[src/rtl/debounce_fsm_if.sv]
// -----------------------------------------------------------------------------
// debounce_fsm_if
//   Bundles the data-path signals of the multi-channel debouncer.
//   SYNC_IN     : synchronized raw inputs, driven by the producer (master)
//   DEB_OUT     : debounced levels, driven by the debouncer (slave)
//   RISE_PULSE  : one-cycle 0->1 strobes, driven by the debouncer
//   FALL_PULSE  : one-cycle 1->0 strobes, driven by the debouncer
//   Clock and reset are not part of the bundle; they are plain module ports.
// -----------------------------------------------------------------------------
interface debounce_fsm_if #(
  parameter int BUS_WIDTH = 8
);
  logic [BUS_WIDTH-1:0] SYNC_IN;
  logic [BUS_WIDTH-1:0] DEB_OUT;
  logic [BUS_WIDTH-1:0] RISE_PULSE;
  logic [BUS_WIDTH-1:0] FALL_PULSE;

  // Producer of the raw inputs / consumer of the debounced results.
  modport master (
    output SYNC_IN,
    input  DEB_OUT,
    input  RISE_PULSE,
    input  FALL_PULSE
  );

  // The debouncer itself.
  modport slave (
    input  SYNC_IN,
    output DEB_OUT,
    output RISE_PULSE,
    output FALL_PULSE
  );
endinterface

[src/rtl/debounce_fsm.sv]
// -----------------------------------------------------------------------------
// debounce_fsm
//   Multi-channel switch debouncer placed after the bit synchronizer.
//   Each channel runs its own 4-state FSM (STABLE_LO, CHK_HI, STABLE_HI,
//   CHK_LO) and stability counter; a single shared prescaler generates the
//   sampling tick for all channels.
//
// Ports
//   CLK          : single clock, everything on posedge
//   RST          : synchronous, active-high reset (highest priority)
//   bus.SYNC_IN  : synchronized raw inputs (may bounce)
//   bus.DEB_OUT  : registered debounced levels
//   bus.RISE_PULSE / bus.FALL_PULSE : registered one-cycle edge strobes,
//                  coincident with the first cycle of the new DEB_OUT level
//
// Parameters
//   BUS_WIDTH    : number of independent channels (>=1)
//   TICK_DIV     : clock cycles per sampling tick (>=1, 1 = every cycle)
//   STABLE_TICKS : ticks a new level must persist before DEB_OUT follows (>=1)
// -----------------------------------------------------------------------------
module debounce_fsm #(
  parameter int BUS_WIDTH    = 8,
  parameter int TICK_DIV     = 1,
  parameter int STABLE_TICKS = 4
) (
  input  logic            CLK,
  input  logic            RST,
  debounce_fsm_if.slave   bus
);

  localparam int TW = (TICK_DIV > 1) ? $clog2(TICK_DIV) : 1;
  localparam int CW = $clog2(STABLE_TICKS + 1);

  localparam logic [TW-1:0] TICK_LAST = TW'(TICK_DIV - 1);
  localparam logic [CW-1:0] CNT_LAST  = CW'(STABLE_TICKS - 1);

  typedef enum logic [1:0] {
    STABLE_LO = 2'd0,
    CHK_HI    = 2'd1,
    STABLE_HI = 2'd2,
    CHK_LO    = 2'd3
  } state_t;

  // ---------------------------------------------------------------------------
  // Shared prescaler. With TICK_DIV=1 the counter stays at 0 and the tick is
  // permanently asserted.
  // ---------------------------------------------------------------------------
  logic [TW-1:0] tick_cnt_q;
  logic [TW-1:0] tick_cnt_d;
  logic          tick;

  always_comb begin
    tick       = (tick_cnt_q == TICK_LAST);
    tick_cnt_d = tick ? '0 : tick_cnt_q + TW'(1);
  end

  always_ff @(posedge CLK) begin
    if (RST) begin
      tick_cnt_q <= '0;
    end else begin
      tick_cnt_q <= tick_cnt_d;
    end
  end

  // ---------------------------------------------------------------------------
  // Per-channel FSMs
  // ---------------------------------------------------------------------------
  logic [BUS_WIDTH-1:0] deb_vec;
  logic [BUS_WIDTH-1:0] rise_vec;
  logic [BUS_WIDTH-1:0] fall_vec;

  generate
    for (genvar gi = 0; gi < BUS_WIDTH; gi++) begin : g_chan
      state_t        state_q, state_d;
      logic [CW-1:0] cnt_q, cnt_d;
      logic          deb_q, deb_d;
      logic          rise_q, rise_d;
      logic          fall_q, fall_d;
      logic          in_bit;

      assign in_bit = bus.SYNC_IN[gi];

      // The input-level check is tested before tick completion, so a bounce
      // on the final tick edge aborts the change. Entry into CHK_* always
      // clears the counter, so a tick on the entry edge is never counted.
      always_comb begin
        state_d = state_q;
        cnt_d   = cnt_q;
        deb_d   = deb_q;
        rise_d  = 1'b0;
        fall_d  = 1'b0;
        case (state_q)
          STABLE_LO: begin
            if (in_bit) begin
              state_d = CHK_HI;
              cnt_d   = '0;
            end
          end
          CHK_HI: begin
            if (!in_bit) begin
              state_d = STABLE_LO;
              cnt_d   = '0;
            end else if (tick) begin
              if (cnt_q == CNT_LAST) begin
                state_d = STABLE_HI;
                cnt_d   = '0;
                deb_d   = 1'b1;
                rise_d  = 1'b1;
              end else begin
                cnt_d = cnt_q + CW'(1);
              end
            end
          end
          STABLE_HI: begin
            if (!in_bit) begin
              state_d = CHK_LO;
              cnt_d   = '0;
            end
          end
          CHK_LO: begin
            if (in_bit) begin
              state_d = STABLE_HI;
              cnt_d   = '0;
            end else if (tick) begin
              if (cnt_q == CNT_LAST) begin
                state_d = STABLE_LO;
                cnt_d   = '0;
                deb_d   = 1'b0;
                fall_d  = 1'b1;
              end else begin
                cnt_d = cnt_q + CW'(1);
              end
            end
          end
          default: begin
            state_d = STABLE_LO;
            cnt_d   = '0;
          end
        endcase
      end

      always_ff @(posedge CLK) begin
        if (RST) begin
          state_q <= STABLE_LO;
          cnt_q   <= '0;
          deb_q   <= 1'b0;
          rise_q  <= 1'b0;
          fall_q  <= 1'b0;
        end else begin
          state_q <= state_d;
          cnt_q   <= cnt_d;
          deb_q   <= deb_d;
          rise_q  <= rise_d;
          fall_q  <= fall_d;
        end
      end

      assign deb_vec[gi]  = deb_q;
      assign rise_vec[gi] = rise_q;
      assign fall_vec[gi] = fall_q;
    end
  endgenerate

  assign bus.DEB_OUT    = deb_vec;
  assign bus.RISE_PULSE = rise_vec;
  assign bus.FALL_PULSE = fall_vec;

endmodule

[src/flat_wrapper.sv]
// flat-port wrapper written by rule: the top's interface ports become plain ports
module debounce_fsm_flat 
#(
  parameter int BUS_WIDTH    = 8,
  parameter int TICK_DIV     = 1,
  parameter int STABLE_TICKS = 4
)
  (CLK, RST, bus_SYNC_IN, bus_DEB_OUT, bus_RISE_PULSE, bus_FALL_PULSE);
  debounce_fsm_if #(.BUS_WIDTH(BUS_WIDTH)) bus_i ();
  input  logic CLK;
  input  logic RST;
  input wire logic [$bits(bus_i.SYNC_IN)-1:0] bus_SYNC_IN;
  output wire logic [$bits(bus_i.DEB_OUT)-1:0] bus_DEB_OUT;
  output wire logic [$bits(bus_i.RISE_PULSE)-1:0] bus_RISE_PULSE;
  output wire logic [$bits(bus_i.FALL_PULSE)-1:0] bus_FALL_PULSE;
  assign bus_i.SYNC_IN = bus_SYNC_IN;
  assign bus_DEB_OUT = bus_i.DEB_OUT;
  assign bus_RISE_PULSE = bus_i.RISE_PULSE;
  assign bus_FALL_PULSE = bus_i.FALL_PULSE;
  debounce_fsm #(.BUS_WIDTH(BUS_WIDTH), .TICK_DIV(TICK_DIV), .STABLE_TICKS(STABLE_TICKS)) u_core (.CLK(CLK), .RST(RST), .bus(bus_i));
endmodule
[config.mk]
export PLATFORM = sky130hd
export DESIGN_NAME = debounce_fsm_flat
export DESIGN_NICKNAME = d
export VERILOG_FILES = /design/src/rtl/debounce_fsm_if.sv /design/src/rtl/debounce_fsm.sv /design/src/flat_wrapper.sv
export SDC_FILE = /design/constraint.sdc
export NUM_CORES = 1
export LEC_CHECK = 0
export CORE_MARGIN = 2
export CORE_UTILIZATION = 30
export CTS_CLUSTER_DIAMETER = 50
export DETAILED_ROUTE_END_ITERATION = 10
export PLACE_DENSITY_LB_ADDON = 0.25
export SYNTH_ARGS = -nofsm -noshare
export SYNTH_HDL_FRONTEND = slang
export SYNTH_SLANG_ARGS = --single-unit
export TNS_END_PERCENT = 20
[constraint.sdc]
create_clock -name CLK -period 4 [get_ports CLK]
set_input_delay 0.8 -clock CLK [delete_from_list [all_inputs] [get_ports CLK]]
set_output_delay 0.8 -clock CLK [all_outputs]
set_load 0.05 [all_outputs]
# Word-level counts from Yosys, hierarchy flattened
# Index checks and enable logic that the tools add are counted.
[classes]
add_sub_neg = 9
mul = 0
n_div = 0
magnitude_cmp = 0
n_eq_ne = 128
n_shift = 0
muxes = 200
n_bitwise = 25
reduce_logical = 57
[ops]
columns = ["operator", "count"]
rows = [
  ["$mux 3", 48],
  ["$mux 2", 64],
  ["$ne 2x2->1 const B", 48],
  ["$pmux 3 s4", 8],
  ["$mux 1", 64],
  ["$pmux 2 s4", 8],
  ["$reduce_and 7->1", 8],
  ["$ne 3x2->1 const B", 16],
  ["$ne 3x3->1 const B", 16],
  ["$reduce_and 6->1", 8],
  ["$reduce_or 3->1", 16],
  ["$eq 2x2->1 const B", 16],
  ["$ne 2x1->1 const B", 16],
  ["$not 1->1", 25],
  ["$add 3x1->3 const B", 8],
  ["$eq 3x2->1 const B", 8],
  ["$eq 2x1->1 const B", 8],
  ["$logic_not 2->1", 8],
  ["$pmux 1 s2", 8],
  ["$reduce_and 2->1", 8],
  ["$reduce_bool 2->1", 8],
  ["$reduce_or 2->1", 1],
  ["$add 1x1->1 const B", 1],
]
[totals]
reg_bits = 65
latchBits = 0
ramBits = 0
rom_bits = 0
inputBits = 10
output_inout_bits = 24
memories = 0

# Logic depth before layout (Yosys ltp)
# Gate-level depths: netlist (run 1).
[depth]
word_depth = 5
ltp_mapped = 7
ltp_nobuf = 5

# Worst setup path after synthesis (run 1)
# No wires, ideal clock.
[synth_path]
kind = "input port to flip-flop"
from = "input port bus_SYNC_IN[3]"
to = "register u_core.g_chan[3].cnt_q[0]"
setup_ns = 0.070
arrival_ns = 1.523
t_required_ns = 3.930
slack_ns = 2.406
path_stages = 4
cell_sequence = "xor2_1 mux2i_1 nand2_1 a21oi_1"
[synth_via]
elab_chain_cells = 2
word_cells_on_any_way = 6
[synth_lines]
columns = ["element", "line_no", "rtl"]
rows = [
  ["start, declared", "flat_wrapper.sv:12", "input wire logic [$bits(bus_i.SYNC_IN)-1:0] bus_SYNC_IN;"],
  ["$mux 3, or another cell as far along", "debounce_fsm.sv:121", "if (in_bit) begin"],
  ["$pmux 3 s4 or $reduce_and 2->1 (tied branches)", "--", ""],
  ["end signal, assigned", "debounce_fsm.sv:151", "cnt_q <= cnt_d;"],
  ["end, declared", "debounce_fsm.sv:75", "logic [CW-1:0] cnt_q, cnt_d;"],
]
# Several ways; a longest one is shown, not always the timed one.
# A chain may end at the register's enable or synchronous reset.

# Worst setup path in the final report (run 1)
[layout_path]
from = "register u_core.g_chan[7].deb_q"
to = "output port bus_DEB_OUT[7]"
[layout_rtl]
columns = ["element", "line_no", "rtl"]
rows = [
  ["start, declared", "debounce_fsm.sv:76", "logic deb_q, deb_d;"],
  ["start signal, assigned", "debounce_fsm.sv:146", "deb_q <= 1'b0;"],
  ["start signal, assigned", "debounce_fsm.sv:152", "deb_q <= deb_d;"],
  ["end, declared", "flat_wrapper.sv:13", "output wire logic [$bits(bus_i.DEB_OUT)-1:0] bus_DEB_OUT;"],
]
# No word-level cell between the ends.

==> results of run 1 <==
-- cell usage after synthesis --
cell type	n
dfxtp_1	65
nand2_1	29
nor2_1	25
buf_4	24
a21oi_1	22
o21ai_0	19
a31oi_1	11
inv_1	10
nand3_1	10
nor3_1	10
nor3b_1	9
clkbuf_1	8
ha_1	8
nand2b_1	8
nor4b_1	8
buf_2	5
mux2_2	5
nor2b_1	5
nor4_1	5
xor2_1	5
and3b_1	4
mux2i_1	4
nand4b_1	4
nand4bb_1	4
o21a_1	4
xnor2_1	4
nand3b_1	3
a2bb2oi_1	2
nor4bb_1	2
or2_1	2
a2111oi_4	1
a22oi_1	1
and2_1	1
and4bb_2	1
conb_1	1
o21bai_1	1
o31ai_1	1
or2_2	1
xnor2_2	1
xor2_2	1
-- final cells by class --
cell class,instances,share of cell area
Timing Repair Buffer,35,0.0987
Clock inverter,5,0.00907
Multi-Input combinational cell,222,0.415
Tap cell,133,0.0482
Clock buffer,11,0.0410
Sequential cell,65,0.377
Inverter,10,0.0109
-- layout by cell type (no fill, tap or decap), types with 2 or more instances in the layout --
master	n
a21oi_1	22
a2bb2oi_1	2
a31oi_1	11
and3b_1	4
buf_4	2
clkbuf_8	10
clkdlybuf4s50_1	32
clkinv_2	3
dfxtp_1	65
ha_1	8
inv_1	10
mux2_2	5
mux2i_1	4
nand2_1	29
nand2b_1	8
nand3_1	10
nand3b_1	3
nand4b_1	4
nand4bb_1	4
nor2_1	25
nor2b_1	5
nor3_1	10
nor3b_1	9
nor4_1	5
nor4b_1	8
nor4bb_1	2
o21a_1	4
o21ai_0	19
or2_1	2
xnor2_1	4
xor2_1	5
-- cell families (layout without fill, tap and decap cells) --
group | after synthesis | after routing | synth area share
AOI/OAI and AO/OA | 62 | 62 | 0.124
xor gates and xnor gates | 11 | 11 | 0.0371
adders and majority gates | 8 | 8 | 0.0333
buffers and inverters | 47 | 61 | 0.0908
DFF | 65 | 65 | 0.433
muxes | 9 | 9 | 0.0321
other | 1 | 1 | 0.00125
and+or+nand+nor | 131 | 131 | 0.249
-- power by group through the flow --
| stage | Sequential (mW) | Clock [mW] | Combinational [mW] |
|---|---|---|---|
| finish | 0.671 | 0.497 | 0.0935 |
| CTS | 0.671 | 0.525 | 0.0944 |
| global placement | 0.686 | 0 | 0.0930 |
| floorplan | 0.681 | 0 | 0.0730 |
| global route | 0.674 | 0.552 | 0.104 |
| detailed placement | 0.686 | 0 | 0.0943 |
-- worst max path at each step --
stage                                      start                   endpoint  slack [ns]  depth (start not counted)
after floorplan                   bus_SYNC_IN[3]  u_core.g_chan[3].cnt_q[0]        2.41                          4
after global placement            bus_SYNC_IN[3]  u_core.g_chan[3].cnt_q[0]        1.72                          5
after detailed placement          bus_SYNC_IN[3]  u_core.g_chan[3].cnt_q[1]        1.71                          5
after CTS                 u_core.g_chan[7].deb_q             bus_DEB_OUT[7]        1.66                          1
after global routing      u_core.g_chan[7].deb_q             bus_DEB_OUT[7]        1.62                          1
final                     u_core.g_chan[7].deb_q             bus_DEB_OUT[7]        1.68                          1
-- tightest hold or removal path, cell delays in order, from the launching register on --
cell	delay (ns)
dfxtp_1	0.32
nand2_1	0.05
a21oi_1	0.05
-- metal layers --
| layer | wire, um | track usage | part of all wire | vias up |
|---|---|---|---|---|
| li1 | - | - | - | 1161 |
| met1 | 2720 | 0.131 | 0.52 | 1018 |
| met3 | 202 | 0.0439 | 0.038 | 7 |
| met4 | 101 | 0.0521 | 0.019 | 0 |
| met5 | 0 | 0 | 0 | - |
| met2 | 2240 | 0.153 | 0.43 | 29 |
-- per-stage QoR --
step | total power [mW] | setup WS, ns | std cells | hold WS, ns | utilization
final | 1.26 | 1.68 | 481 | 0.461 | 0.355
after global routing | 1.33 | 1.62 | 481 | 0.475 | 0.355
after CTS | 1.29 | 1.66 | 481 | 0.466 | 0.355
after detailed placement | 0.781 | 1.71 | 465 | 0.456 | 0.337
after global placement | 0.779 | 1.72 | 465 | 0.450 | 0.337
after floorplan | 0.754 | 2.41 | 334 | 0.436 | -
==> out/results.tsv, run 1 <==
metric	value	unit
status	finished clean	
p_clk_frac	0.394	
seqCellArea	1300	sq um
min_path_cells	2	
core_area	9730	sq um
grt_max_degree	51	
ctsHoldBuffers	0	
worstSetupPathType	flip-flop to output port	
synth_top_area_share	0.433	
drt_pass1_iterations	4	
clockRootBuffer	clkbuf_8	
crit_family	buffers and inverters	
avgSynthCellArea	9.00	sq um
grt_pass1_vias	2031	
multi_input_area	1430	sq um
synth_area	3010	sq um
antenna_cells	0	
placed_cell_area	3280	sq um
p_leak	1.21	nW
dp_hpwl	3.36	mm
ys_seq_area_frac	0.433	
synth_area_leaders	dfxtp_1, buf_4, a21oi_1	
power.share.combinational	0.074	
ir_worst_vdd	0.128	mV
drcViolationCount	0	
pwr-share-seq	0.532	
synth_top_area_cell	dfxtp_1	
synthCells	334	
vias	2215	
cts.sinks	65	
rows	36	
drv_cap	0	
synth_nets	352	
routedWlPerCell	10.9	um
hold_viol_final	0	
grt_usage	0.104	
layout_min_cycle_time	2.32	ns
min_from	u_core.g_chan[3].cnt_q[1]	
crit_fanout	3	
cts_buffers	9	
syn_to_final_growth	14.8	%
final.setup.tns	0	ns
cp_slowest_cell	clkdlybuf4s50_1	
wirelength	5.26	mm
ctsResizeCount	0	
gp_congestion	0.694	
skew	0.00954	ns
fin_crit_sh	0.579	
synth.distinct_cells	40	
htree_levels	3	
die-area	10800	sq um
finalSetupViolCount	0	
end_kind	output port	
insertion_delay	0.35	ns
post_cts_buffers	0	
yosysWarnings	0	
synth-seq-cells	65	
port_buffers	33	
tritoncts	yes	
worst-path-buf-inv	1	
rsz0062_at_grt	no	
switching_share	0.259	
start_util	0.309	
worstPathRequired	3.20	ns
die_h	104	um
hold_class	flip-flop to flip-flop	
p_int	0.935	mW
fillers	1037	
powerDensity	366	nW/um^2
switching_power	0.327	mW
crit_arrival	1.52	ns
vias_per_cell	4.60	
tightest_slew	0.911	ns
ios	34	
r2r-end	u_core.g_chan[1].cnt_q[1]	
cts_max_path_buffers	2	
relSlewSlack	0.393	
clock.fmax	0.432	GHz
slowest_delay	0.82	ns
holdPathEnd	u_core.g_chan[3].cnt_q[1]	
die_width	104	um
crit_chain	clkdlybuf4s50_1	
reg2regPathDepth	4	
r2r_slack	2.10	ns
grt_pass1_wl	9.11	mm
reg2reg_from	u_core.tick_cnt_q	
grt.overflow.total	0	
path_clk_slew	0.07	ns
nets	361	
drt_iter0_markers	80	
final_area	3450	sq um
drv_slew	0	
ant_nets	0	
antenna_found_initial	0	
critPathLaunchType	flip-flop	
drive_gt1_frac	0.0805	
Note: power is estimated with default switching activity, not from simulation.
==> inputs of run 2 (changes only) <==
clock period = 2.4 ns   (was 4 ns; I/O delays follow)
==> run 2 against run 1 <==
  * Combinational power increased by 72%
  * Design area is 0.69% higher
  * Cell count is the same
  * Via count down 0.50%
  * Critical path type unchanged
  * Largest power group unchanged
  * Highest routed layer unchanged
==> out/results.tsv, run 2 (synthesis gave the netlist of run 1 again) <==
metric	value	unit
status	finished clean	
wirelength	5.04	mm
tritoncts	yes	
rows	36	
reg2regPathDepth	4	
worst-path-buf-inv	1	
fin_crit_sh	0.822	
critPathLaunch	u_core.g_chan[1].deb_q	
power.share.combinational	0.077	
syn_to_final_growth	15.6	%
ios	34	
tightest_slew	0.586	ns
core_area	9730	sq um
ctsResizeCount	0	
cts.sinks	65	
p_leak	1.22	nW
ant_nets	0	
gp_congestion	0.712	
antenna_cells	0	
relSlewSlack	0.610	
pwr-share-seq	0.534	
ctsHoldBuffers	0	
crit_cells	1	
rsz0062_at_grt	no	
drt_pass1_iterations	4	
worstSetupPathType	flip-flop to output port	
die-area	10800	sq um
grt_pass1_vias	2041	
start_util	0.309	
layout_min_cycle_time	1.97	ns
cp_slowest_cell	clkdlybuf4s50_1	
final_common_cell	dfxtp_1	
cts_max_path_buffers	2	
crit_fanout	3	
switching_share	0.245	
final.setup.tns	0	ns
critPathLaunchType	flip-flop	
hold_class	flip-flop to flip-flop	
vias	2204	
end_kind	output port	
crit_family	buffers and inverters	
grt.overflow.total	0	
drv_cap	0	
p_clk_frac	0.389	
crit_end	bus_DEB_OUT[1]	
nets	363	
hold_viol_final	0	
slowest_delay	0.81	ns
grt_pass1_wl	9.09	mm
reg2reg_from	u_core.tick_cnt_q	
crit_arrival	1.49	ns
finalSetupViolCount	0	
vias_per_cell	4.58	
place_ws	0.387	ns
grt_max_degree	33	
worstPathRequired	1.92	ns
powerDensity	603	nW/um^2
clock.fmax	0.507	GHz
drcViolationCount	0	
most-common-layout-cells	dfxtp_1, clkdlybuf4s50_1, nand2_1, nor2_1, a21oi_1	
r2r_slack	0.80	ns
skew	0.00662	ns
die_width	104	um
htree_levels	3	
cts_buffers	9	
drt_iter0_markers	46	
drv_slew	0	
crit_chain	clkdlybuf4s50_1	
insertion_delay	0.33	ns
ir_worst_vdd	0.251	mV
setup_slack	0.428	ns
die_h	104	um
fillers	1019	
post_cts_buffers	0	
grt_usage	0.102	
routedWlPerCell	10.5	um
path_clk_slew	0.07	ns
dp_hpwl	3.39	mm
switching_power	0.514	mW
antenna_found_initial	0	
r2r-end	u_core.g_chan[5].cnt_q[1]	
p_int	1.58	mW
clockRootBuffer	clkbuf_8	
port_buffers	33	
drive_gt1_frac	0.0833	
run 2: final cells by class:
type	count	area, sq um	share of cell area
Tap cell	133	166	0.0479
Inverter	10	37.5	0.0108
Sequential cell	65	1300	0.375
Clock inverter	3	17.5	0.00504
Timing Repair Buffer	37	368	0.106
Clock buffer	11	151	0.0436
Multi-Input combinational cell	222	1430	0.412
run 2: layer usage:
layer	global-route usage	wire length [um]	vias to the layer above
met5	0	0	-
met4	0.0579	130	0
met3	0.0282	175	10
met2	0.150	2160	26
met1	0.135	2580	1000
li1	-	-	1168
run 2: worst min-delay path by stage:
stage	from	depth (start not counted)	slack, ns	end
global placement	u_core.g_chan[4].cnt_q[1]	2	0.45	u_core.g_chan[4].cnt_q[1]
floorplan	u_core.g_chan[3].cnt_q[1]	2	0.44	u_core.g_chan[3].cnt_q[1]
detailed placement	u_core.g_chan[4].cnt_q[1]	2	0.45	u_core.g_chan[4].cnt_q[1]
global route	u_core.g_chan[4].cnt_q[1]	2	0.49	u_core.g_chan[4].cnt_q[1]
CTS	u_core.g_chan[4].cnt_q[1]	2	0.46	u_core.g_chan[4].cnt_q[1]
finish	u_core.g_chan[4].cnt_q[1]	2	0.46	u_core.g_chan[4].cnt_q[1]
run 2: power groups by stage:
stage                     clock [mW]  combinational (mW)  sequential [mW]
after floorplan                    0               0.122             1.13
after global placement             0               0.161             1.14
after detailed placement           0               0.163             1.14
after CTS                      0.860               0.163             1.12
after global routing           0.905               0.180             1.12
final                          0.814               0.161             1.12
run 2: tightest hold or removal path, cell delays in order (launching register included):
cell and delay [ns]:
dfxtp_1 0.32, nand2_1 0.05, a21oi_1 0.05
run 2: per-stage QoR:
stage                     power [mW]  cells  utilization  hold slack, ns  cell area (sq um)
after floorplan                 1.26    334            -           0.436               3010
after global placement          1.30    467        0.340           0.448               3300
after detailed placement        1.30    467        0.340           0.454               3300
after CTS                       2.14    481        0.357           0.464               3470
after global routing            2.21    481        0.357           0.488               3470
final                           2.09    481        0.357           0.461               3470
==> inputs of run 3 (changes only) <==
clock period = 1.9 ns   (was 2.4 ns; I/O delays follow)
==> run 3 against run 2 <==
  * Critical endpoint is now bus_FALL_PULSE[7]
  * Global-route usage down 0.18 points
  * Clock power is 46% higher
  * Via count up 3.1%
  * Largest power group unchanged
  * Die area did not move
  * Sequential power increased by 26%
  * Register-to-register slack got worse by 0.34 ns
  * Highest routed layer unchanged
  * Critical path depth unchanged
==> out/results.tsv, run 3 (synthesis gave the netlist of run 1 again) <==
metric	value	unit
status	finished clean	
crit_chain	clkdlybuf4s50_1	
r2r_slack	0.46	ns
die-area	10800	sq um
grt_max_degree	36	
grt_usage	0.101	
drive_gt1_frac	0.104	
post_cts_buffers	0	
crit_fanout	1	
wirelength	5.26	mm
port_buffers	33	
fillers	1026	
antenna_cells	0	
finalSetupViolCount	0	
worstPathRequired	1.52	ns
slowest_delay	0.79	ns
relSlewSlack	0.666	
drcViolationCount	0	
ir_worst_vdd	0.309	mV
total_power	2.81	mW
routedWlPerCell	10.7	um
tightest_slew	0.499	ns
insertion_delay	0.34	ns
ios	34	
r2r-end	u_core.g_chan[4].deb_q	
fin_crit_sh	0.961	
worst-path-buf-inv	1	
cp_slowest_cell	clkdlybuf4s50_1	
rows	36	
final_common_cell	dfxtp_1	
skew	0.0103	ns
drv_cap	0	
htree_levels	3	
multi_input_area	1430	sq um
seqCellArea	1300	sq um
cts_max_path_buffers	2	
use_met1	0.124	
antenna_found_initial	0	
grt.overflow.total	0	
start_util	0.309	
grt_pass1_wl	8.96	mm
powerDensity	791	nW/um^2
final.setup.tns	0	ns
crit_cells	1	
syn_to_final_growth	18.3	%
vias	2273	
drt_pass1_iterations	4	
cts_buffers	9	
p_leak	1.38	nW
reg2regPathDepth	5	
reg2reg_from	u_core.g_chan[4].cnt_q[0]	
critPathLaunch	u_core.g_chan[7].fall_q	
vias_per_cell	4.64	
tritoncts	yes	
cts.sinks	65	
crit_arrival	1.45	ns
hold_class	input port to flip-flop	
crit_family	buffers and inverters	
gp_congestion	0.706	
grt_pass1_vias	2044	
worstSetupPathType	flip-flop to output port	
dp_hpwl	3.43	mm
die_h	104	um
crit_end	bus_FALL_PULSE[7]	
rsz0062_at_grt	no	
drt_iter0_markers	48	
path_clk_slew	0.06	ns
clock.fmax	0.548	GHz
core_area	9730	sq um
hold_viol_final	0	
clockRootBuffer	clkbuf_8	
met2_usage	0.158	
critPathLaunchType	flip-flop	
busiest_layer	met2	
use_met3	0.0269	
drv_slew	0	
ant_nets	0	
end_kind	output port	
layout_min_cycle_time	1.83	ns
most-common-layout-cells	dfxtp_1, nand2_1, nor2_1, clkdlybuf4s50_1, a21oi_1	
die_width	104	um
nets	371	
==> run 3: cell types whose count changed in the layout (fill, tap and decap cells not counted) <==
| cell | before | now |
|---|---|---|
| clkinvlp_4 | 1 | 0 |
| buf_12 | 1 | 0 |
| buf_4 | 3 | 12 |
| bufinv_16 | 0 | 1 |
| dlygate4sd2_1 | 0 | 3 |
| dlymetal6s2s_1 | 0 | 5 |
| clkdlybuf4s50_1 | 32 | 24 |
| clkbuf_1 | 0 | 1 |
==> run 3: how the worst min path moves through the flow <==
stage                              start  slack, ns                        end  cells after the start
4_1_cts                              RST       0.28                  flip-flop                      2
2_1_floorplan  u_core.g_chan[3].cnt_q[1]       0.44  u_core.g_chan[3].cnt_q[1]                      2
3_3_place_gp   u_core.g_chan[3].cnt_q[1]       0.45  u_core.g_chan[3].cnt_q[1]                      2
6_report                             RST       0.30                  flip-flop                      2
5_1_grt                              RST       0.29                  flip-flop                      2
3_5_place_dp   u_core.g_chan[4].cnt_q[1]       0.46  u_core.g_chan[4].cnt_q[1]                      2
==> run 3: metrics by stage <==
step	util	std cells	hold WS (ns)	instance area [sq um]	worst slack, ns
CTS	0.364	490	0.282	3540	0.000648
detailed placement	0.345	475	0.456	3350	0.127
floorplan	-	334	0.436	3010	0.601
global route	0.365	490	0.286	3560	0.00697
finish	0.365	490	0.297	3560	0.0744
global placement	0.345	475	0.447	3350	0.148
==> run 3: repair_timing <==
| item | in CTS | in global routing |
|---|---|---|
| endpoints found under the setup margin | 3 | 5 |
| hold endpoints to repair | 0 | 0 |
| resized for setup | 3 | 5 |
| hold buffers | 0 | 0 |
| pin swaps | 0 | 0 |
==> run 3: metal layers <==
metal  vias up  wire length [um]
met5         -                 0
met4         0               102
met3         9               173
met2        32              2330
met1      1051              2660
li1       1181                 -
==> run 3: report_power, final <==
part / switching (mW) / internal [mW] / leakage (nW)
Combinational: 0.125 / 0.0880 / 0.748
Sequential: 0.0226 / 1.39 / 0.527
Clock: 0.524 / 0.667 / 0.102
Total: 0.671 / 2.14 / 1.38
==> run 3: layout make-up <==
cell class,count,share of cell area
Timing Repair Buffer,45,0.119
Tap cell,133,0.0468
Clock buffer,12,0.0436
Multi-Input combinational cell,222,0.403
Clock inverter,3,0.0113
Sequential cell,65,0.366
Inverter,10,0.0106
